<file path="config.mk">
export PLATFORM = sky130hd
export DESIGN_NAME = ins_writer
export DESIGN_NICKNAME = d
export VERILOG_FILES = /design/src/rtl/ins_writer.sv
export SDC_FILE = /design/constraint.sdc
export NUM_CORES = 1
export LEC_CHECK = 0
export BUFFER_PORTS_ARGS = -buffer_cell sky130_fd_sc_hd__buf_2
export CAP_MARGIN = 15
export CORE_MARGIN = 4
export CORE_UTILIZATION = 50
export DETAILED_ROUTE_END_ITERATION = 7
export GPL_TIMING_DRIVEN = 0
export PLACE_DENSITY = 0.84
export SYNTH_ARGS = -nofsm -noshare
export SYNTH_HDL_FRONTEND = slang
export SYNTH_SLANG_ARGS = --single-unit
</file>
<file path="constraint.sdc">
create_clock -name clk -period 4.1 [get_ports clk]
set_clock_uncertainty 0.05 [all_clocks]
set_input_delay 0.205 -clock clk [delete_from_list [all_inputs] [get_ports clk]]
set_output_delay 0.205 -clock clk [all_outputs]
set_load 0.1 [all_outputs]
</file>
<file path="src/rtl/ins_writer.sv">
// ins_writer: packs decoded RV32 instruction fields into 32-bit words and
// writes them to consecutive word addresses of the instruction buffer.
// Optional feature macro: INS_WRITER_VERIFY_EN adds a write/read-back check
// after every word, with a sticky err flag and the mem_rdata input.
module ins_writer #(
  parameter int CNT_W = 9
) (
  input  logic             clk,
  input  logic             rst,
  input  logic             start,
  input  logic [31:0]      base_in,
  input  logic [CNT_W-1:0] len_in,
  input  logic             in_valid,
  output logic             in_ready,
  input  logic [6:0]       opcode,
  input  logic [4:0]       rd,
  input  logic [4:0]       rs1,
  input  logic [4:0]       rs2,
  input  logic [2:0]       funct3,
  input  logic [6:0]       funct7,
  output logic             mem_we,
  output logic [31:0]      mem_addr,
  output logic [31:0]      mem_wdata,
`ifdef INS_WRITER_VERIFY_EN
  input  logic [31:0]      mem_rdata,
  output logic             err,
`endif
  output logic             busy,
  output logic             done,
  output logic [CNT_W-1:0] count
);

`ifdef INS_WRITER_VERIFY_EN
  typedef enum logic [1:0] {
    ST_IDLE = 2'd0,
    ST_LOAD = 2'd1,
    ST_DONE = 2'd2,
    ST_VRFY = 2'd3
  } state_t;
`else
  typedef enum logic [1:0] {
    ST_IDLE = 2'd0,
    ST_LOAD = 2'd1,
    ST_DONE = 2'd2
  } state_t;
`endif

  state_t           state;
  state_t           state_next;
  logic [31:0]      base_q;
  logic [CNT_W-1:0] len_q;
  logic [CNT_W-1:0] cnt_inc;
  logic             accept;
  logic             start_ok;

`ifdef INS_WRITER_VERIFY_EN
  // Second VRFY cycle flag: 0 = write cycle, 1 = read-back compare cycle.
  logic             vphase;
`endif

  // Accept is decoded from state directly so in_ready stays a pure output.
  assign accept   = in_valid && (state == ST_LOAD);
  assign start_ok = start && (state == ST_IDLE);
  assign cnt_inc  = count + CNT_W'(1);

  // State register.
  always_ff @(posedge clk or posedge rst) begin
    if (rst) state <= ST_IDLE;
    else     state <= state_next;
  end

  // Next-state decode and the combinational in_ready.
  always_comb begin
    state_next = state;
    in_ready   = 1'b0;
    unique case (state)
      ST_IDLE: begin
        if (start) state_next = (len_in == '0) ? ST_DONE : ST_LOAD;
      end
      ST_LOAD: begin
        in_ready = 1'b1;
        if (in_valid) begin
`ifdef INS_WRITER_VERIFY_EN
          state_next = ST_VRFY;
`else
          if (cnt_inc == len_q) state_next = ST_DONE;
`endif
        end
      end
`ifdef INS_WRITER_VERIFY_EN
      ST_VRFY: begin
        // count already includes the word under check.
        if (vphase) state_next = (count == len_q) ? ST_DONE : ST_LOAD;
      end
`endif
      ST_DONE: state_next = ST_IDLE;
      default: state_next = ST_IDLE;
    endcase
  end

  // Registered outputs: write port, counters and status flags.
  always_ff @(posedge clk or posedge rst) begin
    if (rst) begin
      mem_we    <= 1'b0;
      mem_addr  <= '0;
      mem_wdata <= '0;
      count     <= '0;
      busy      <= 1'b0;
      done      <= 1'b0;
`ifdef INS_WRITER_VERIFY_EN
      err       <= 1'b0;
      vphase    <= 1'b0;
`endif
    end else begin
      mem_we <= accept;
      busy   <= (state_next != ST_IDLE);
      done   <= (state_next == ST_DONE);
      if (accept) begin
        // Address wraps naturally modulo 2^32.
        mem_addr  <= base_q + 32'(count);
        mem_wdata <= {funct7, rs2, rs1, funct3, rd, opcode};
        count     <= cnt_inc;
      end
      if (start_ok) count <= '0;
`ifdef INS_WRITER_VERIFY_EN
      vphase <= (state == ST_VRFY) && !vphase;
      if (start_ok) err <= 1'b0;
      else if ((state == ST_VRFY) && vphase && (mem_rdata != mem_wdata)) err <= 1'b1;
`endif
    end
  end

  // Session parameters, captured only when a start is honoured.
  always_ff @(posedge clk) begin
    if (start_ok) begin
      base_q <= base_in;
      len_q  <= len_in;
    end
  end

endmodule
</file>
## Yosys cells after proc, flatten, opt, wreduce, memory -nomap -nowiden

Cells that the tools add are included.

| word-level totals | value |
|---|---|
| flip-flop bits (word level) | 119 |
| input port bits | 77 |
| logic and storage cells | 28 |

| operators by class | value |
|---|---|
| equal/unequal tests | 3 |
| $add $sub $neg | 2 |
| multiplexer cells | 8 |
| reductions and logical operators | 6 |

Operators by type and width:

| kind | count |
|---|---|
| adder 32 x 9 -> 32 bit | 1 |
| two-way mux 9 bit | 2 |
| adder 9 x 1 -> 9 bit (second input constant) | 1 |
| == test 9 bit | 1 |
| zero test 9 bit | 1 |
| two-way mux 2 bit | 4 |
| one-hot mux 2 bit (2 select lines) | 1 |
| nonzero test 2 bit | 2 |
| == test 2 x 1 -> 1 bit (second input constant) | 1 |
| == test 2 bit (second input constant) | 1 |
| logical AND 1 bit | 2 |
| zero test 2 bit | 1 |
| two-way mux 1 bit | 1 |

## Longest topological paths before layout

| depth | value |
|---|---|
| depth after elaboration | 6 |
| gate-level depth with buffers | 10 |
| depth with buffers taken out | 9 |

## Worst setup path before layout

Ideal clock, no wire load.

| path | value |
|---|---|
| path type | reg2reg |
| start | register state[1] |
| end | register count[5] |
| period minus slack after synthesis | 3,139 ps |
| setup slack | 961 ps |
| library setup time | 101 ps |
| cell stages (with the launch flop) | 9 |
| required time | 3,949 ps |
| data arrival time | 2,988 ps |
| path buffers | 1 |
| cell sequence | dfrtp_1 nor2b_1 nand2_1 inv_1 buf_1 nand2_1 nand2_1 nand2_1 o31ai_1 |

| between the ends | value |
|---|---|
| cells in the longest elaborated chain, start to end | 3 |
| elaborated cells between the ends (all ways) | 6 |

RTL lines:

| what | RTL line | source |
|---|---|---|
| start: declaration | 48 | `state_t state;` |
| start signal: assignment | 69 | `else state <= state_next;` |
| == test 2 x 1 -> 1 bit / zero test 2 bit (equally long branches) | 62, 63 |  |
| logical AND 1 bit, on equally long branches | 62, 63 |  |
| nonzero test 2 bit (no line) / two-way mux 9 bit (equally long branches) | n/a |  |
| end signal: assignment | 122 | `count <= cnt_inc;` |
| end: declaration | 30 | `output logic [CNT_W-1:0] count` |

Several ways; a longest one is shown, not always the timed one.
A chain may end at the register's enable or synchronous reset.

## Worst setup path in the final report

| path | value |
|---|---|
| start | register count[0] |
| end | register mem_addr[30] |

| between the ends | value |
|---|---|
| cells in the longest elaborated chain, start to end | 1 |

RTL lines:

| what | RTL line | source |
|---|---|---|
| adder 32 x 9 -> 32 bit | 120 | `mem_addr <= base_q + 32'(count);` |
| end signal: assignment | 120 |  |
| end: declaration | 22 | `output logic [31:0] mem_addr,` |

No other way between the ends.

==> flow_metrics.tcl <==
set metrics [dict create \
    worstSetupPathDepth 10 \
    overflow 0 \
    yosys.area.top_type_share_pct 36.29 \
    clockBufferDepth 2 \
    antenna_found_initial 1 \
    max_freq_mhz 355.8 \
    dieArea_um2 12480 \
    vdd_ir_drop_max_mv 0.5142 \
    synth-edff-count 41 \
    clkSinkCount 119 \
    post-route-period-util_pct 68.55 \
    netlist_area_um2 5379 \
    status "complete, no violations" \
    worstMarginPinSlew_ns 0.9210 \
    max_cap_violations 0 \
    coreArea_um2 10420 \
    dp_hpwl_um 9516 \
    cts_made_buffers 17 \
    critical_path_arrival_ns 3.18 \
    synth_nets 597 \
    ys_seq_area_share_pct 59.18 \
    io_pins 154 \
    cts_setup_buffers 0 \
    place_congestion 0.9416 \
    powerDensity_nw_per_um2 658.1 \
    die_x_um 111.7 \
    critPathMaxFanout 10 \
    vias_per_cell 5.290 \
    cts_tree "built" \
    routed_wl_um 14890 \
    drtIter0Drc 448 \
    relSlewSlack_pct 38.51 \
    clock_latency_ns 0.52 \
    yosys.area.top_type "dfrtp_1" \
    htreeDepth 4 \
    ys_ff_latch 119 \
    yosys_warnings 0 \
    synth.area.top_cells "dfrtp_1 36%, edfxtp_1 23%, nand2_1 11%" \
    worst-path-buf-inv 2 \
    path_clk_slew_ns 0.05 \
    crit_family "compound AO/OA/AOI/OAI gates" \
    syn_area_per_cell_um2 10.57 \
    cp_slowest_cell "dfrtp_1" \
    hp-class "input pin to asynchronous set/reset pin" \
    area_growth_syn_to_layout_pct 42.08 \
    synth_cell_types 50 \
    setup_viol 0 \
    start_util_pct 51.64 \
    port-buffer-count 153 \
    cp-end-kind "flop" \
    grt_pass1_vias 4926 \
    num_vias 4803 \
    routedWlPerCell_um 16.40 \
    crit_path_end "mem_addr[30]$_DFFE_PP0P_" \
    fp-row-count 37 \
    firstDrtPassIters 5 \
    hold_violations 0 \
    cellLeakagePower_uw 0.003513 \
    rsz0062_at_grt "no" \
    critical_path_class "flop to flop" \
    grt_max_degree 77 \
    r2r_end "mem_addr[30]$_DFFE_PP0P_" \
    reg2reg_slack_ns 1.29 \
    synthFlopType "dfrtp_1" \
    cts_resized 0 \
    fin_nets 846 \
    finalSetupTns_ns 0 \
    synthArstFlopShare_pct 65.55 \
    netlist_instances 509 \
    reg2reg_depth 10 \
    cp.required_ns 4.47 \
    cts-root-buf "clkbuf_8" \
    period_needed_ns 2.811 \
    cpPeakStageDelay_ns 0.53 \
    grt_use_total_pct 24.38 \
    fp.dieH_um 111.7 \
    worstPathCellList "ha_1 > inv_1 > fa_1 > nand2b_1 > a21o_1 > a211oi_2 > buf_4 > o211ai_1 > xor2_1 > o21ai_0" \
    ant_nets 0 \
    grt_pass1_wl_um 24140 \
    drv_slew 0 \
    drive_gt1_share_pct 26.72 \
    startpoint "count[0]$_DFFE_PP0P_" \
    worstReg2RegStart "count[0]$_DFFE_PP0P_" \
    worstSetupStartpointType "flop" \
    route.detailed.drc 0 \
    final_core_util_pct 73.37 \
]
==> report_power, final <==
| part | switching, µW | total [µW] | internal [µW] | leakage (µW) |
|---|---|---|---|---|
| clock network | 505 | 1320 | 817 | 0.000276 |
| logic | 1730 | 2120 | 394 | 0.00191 |
| registers | 147 | 1580 | 1440 | 0.00133 |
==> cells by family (layout without fill, tap and decap cells) <==
family                   after synthesis  count (layout)  share of synthesized area (%)
adder cells (fa/ha/maj)               11              11                          2.698
XOR/XNOR                              41              41                          6.676
AND/OR/NAND/NOR                      213             213                          18.17
flip-flops                           119             119                          59.18
AO/OA/AOI/OAI                         96              96                          11.07
other                                  0               1                              0
buffers and inverters                 29             291                          2.210
==> through the flow <==
stage | setup slack [ns] | instances | hold WS, ns | power (µW) | area (µm²)
6_report | 1.289 | 908 | 0.04922 | 5029 | 7642
5_1_grt | 1.109 | 908 | 0.03838 | 5231 | 7642
4_1_cts | 1.295 | 907 | 0.02931 | 5030 | 7640
3_5_place_dp | 1.315 | 799 | 0.02949 | 3651 | 6345
3_3_place_gp | 1.052 | 798 | 0.3327 | 3613 | 6315
2_1_floorplan | 0.9610 | 509 | 0.2539 | 3262 | 5379
==> sequential cells by signal, summed over array words and instances, names as in the netlist <==
signal,cells
base_q,32
busy,1
count,9
done,1
len_q,9
mem_addr,32
mem_wdata,32
mem_we,1
state,2
==> layout by cell type (no fill, tap or decap), types with 3 or more instances in the layout <==
cell type and n:
buf_2 155, nand2_1 154, dfrtp_1 78, dlygate4sd3_1 76
edfxtp_1 41, o21ai_0 40, xnor2_1 21, xor2_1 20
clkbuf_16 17, clkbuf_1 16, nor2_1 16, a21oi_1 11
ha_1 10, nand3_1 8, o211ai_1 8, clkinv_2 8
and3_1 7, inv_1 6, a211oi_1 6, o21ai_1 6
o31ai_1 5, nand4_1 5, nand2b_1 4, clkbuf_8 4
a21o_1 3, a21oi_2 3
==> synthesized netlist by cell type (2+ instances only) <==
| cell type | n |
|---|---|
| nor3_1 | 2 |
| nand4_1 | 5 |
| o31ai_1 | 5 |
| a22o_1 | 2 |
| inv_1 | 8 |
| nand3_4 | 2 |
| nand2_1 | 154 |
| edfxtp_1 | 41 |
| a21oi_1 | 11 |
| a21o_1 | 3 |
| buf_2 | 2 |
| o211ai_1 | 8 |
| a21oi_2 | 3 |
| o22ai_1 | 2 |
| and3_1 | 7 |
| buf_1 | 2 |
| o21a_1 | 2 |
| nand2b_1 | 4 |
| ha_1 | 10 |
| buf_4 | 2 |
| o2111ai_1 | 2 |
| o21ai_0 | 40 |
| a211oi_2 | 2 |
| xnor2_1 | 21 |
| or2_2 | 2 |
| nand3_1 | 8 |
| a211oi_1 | 6 |
| o21ai_1 | 6 |
| dfrtp_1 | 78 |
| clkbuf_1 | 14 |
| xor2_1 | 20 |
| nor2_1 | 16 |
| nor2b_1 | 2 |
==> cell type report <==
type,instances,area (µm²)
Timing Repair Buffer,230,1554
Tap cell,136,170.2
Antenna cell,1,2.502
Clock buffer,23,488.0
Buffer,20,85.08
Fill cell,681,2774
Sequential cell,119,3183
Clock inverter,9,46.29
Multi-Input combinational cell,361,2077
Inverter,9,36.28
==> tightest hold or removal path: cells and delay by family <==
family | cells | cell delay, ns
buf+inv | 3 | 0.74
==> how the worst min path moves through the flow <==
stage	to	cells after the start
finish	mem_wdata[12]$_DFFE_PP0P_	3
global route	mem_wdata[12]$_DFFE_PP0P_	3
CTS	mem_wdata[12]$_DFFE_PP0P_	3
detailed placement	mem_wdata[12]$_DFFE_PP0P_	2
global placement	base_q[19]$_DFFE_PP_	1
floorplan	base_q[0]$_DFFE_PP_	0
==> per-layer routing <==
metal  routed length (µm)  global-route usage, %  share of wire, %  vias to the layer above
met3                 1180                  7.011               7.9                       47
met4                  450                  10.06               3.0                        0
met5                    0                      0                 0                        -
li1                     -                      -                 -                     2249
met2                 7485                  41.89                50                      243
met1                 5771                  28.72                39                     2264
==> repair_timing <==
| action | CTS | global route |
|---|---|---|
| endpoints found under the setup margin | 0 | 0 |
| hold buffers | 76 | 0 |
| endpoints found under the hold margin | 154 | 0 |
(Power assumes the default switching activity.)
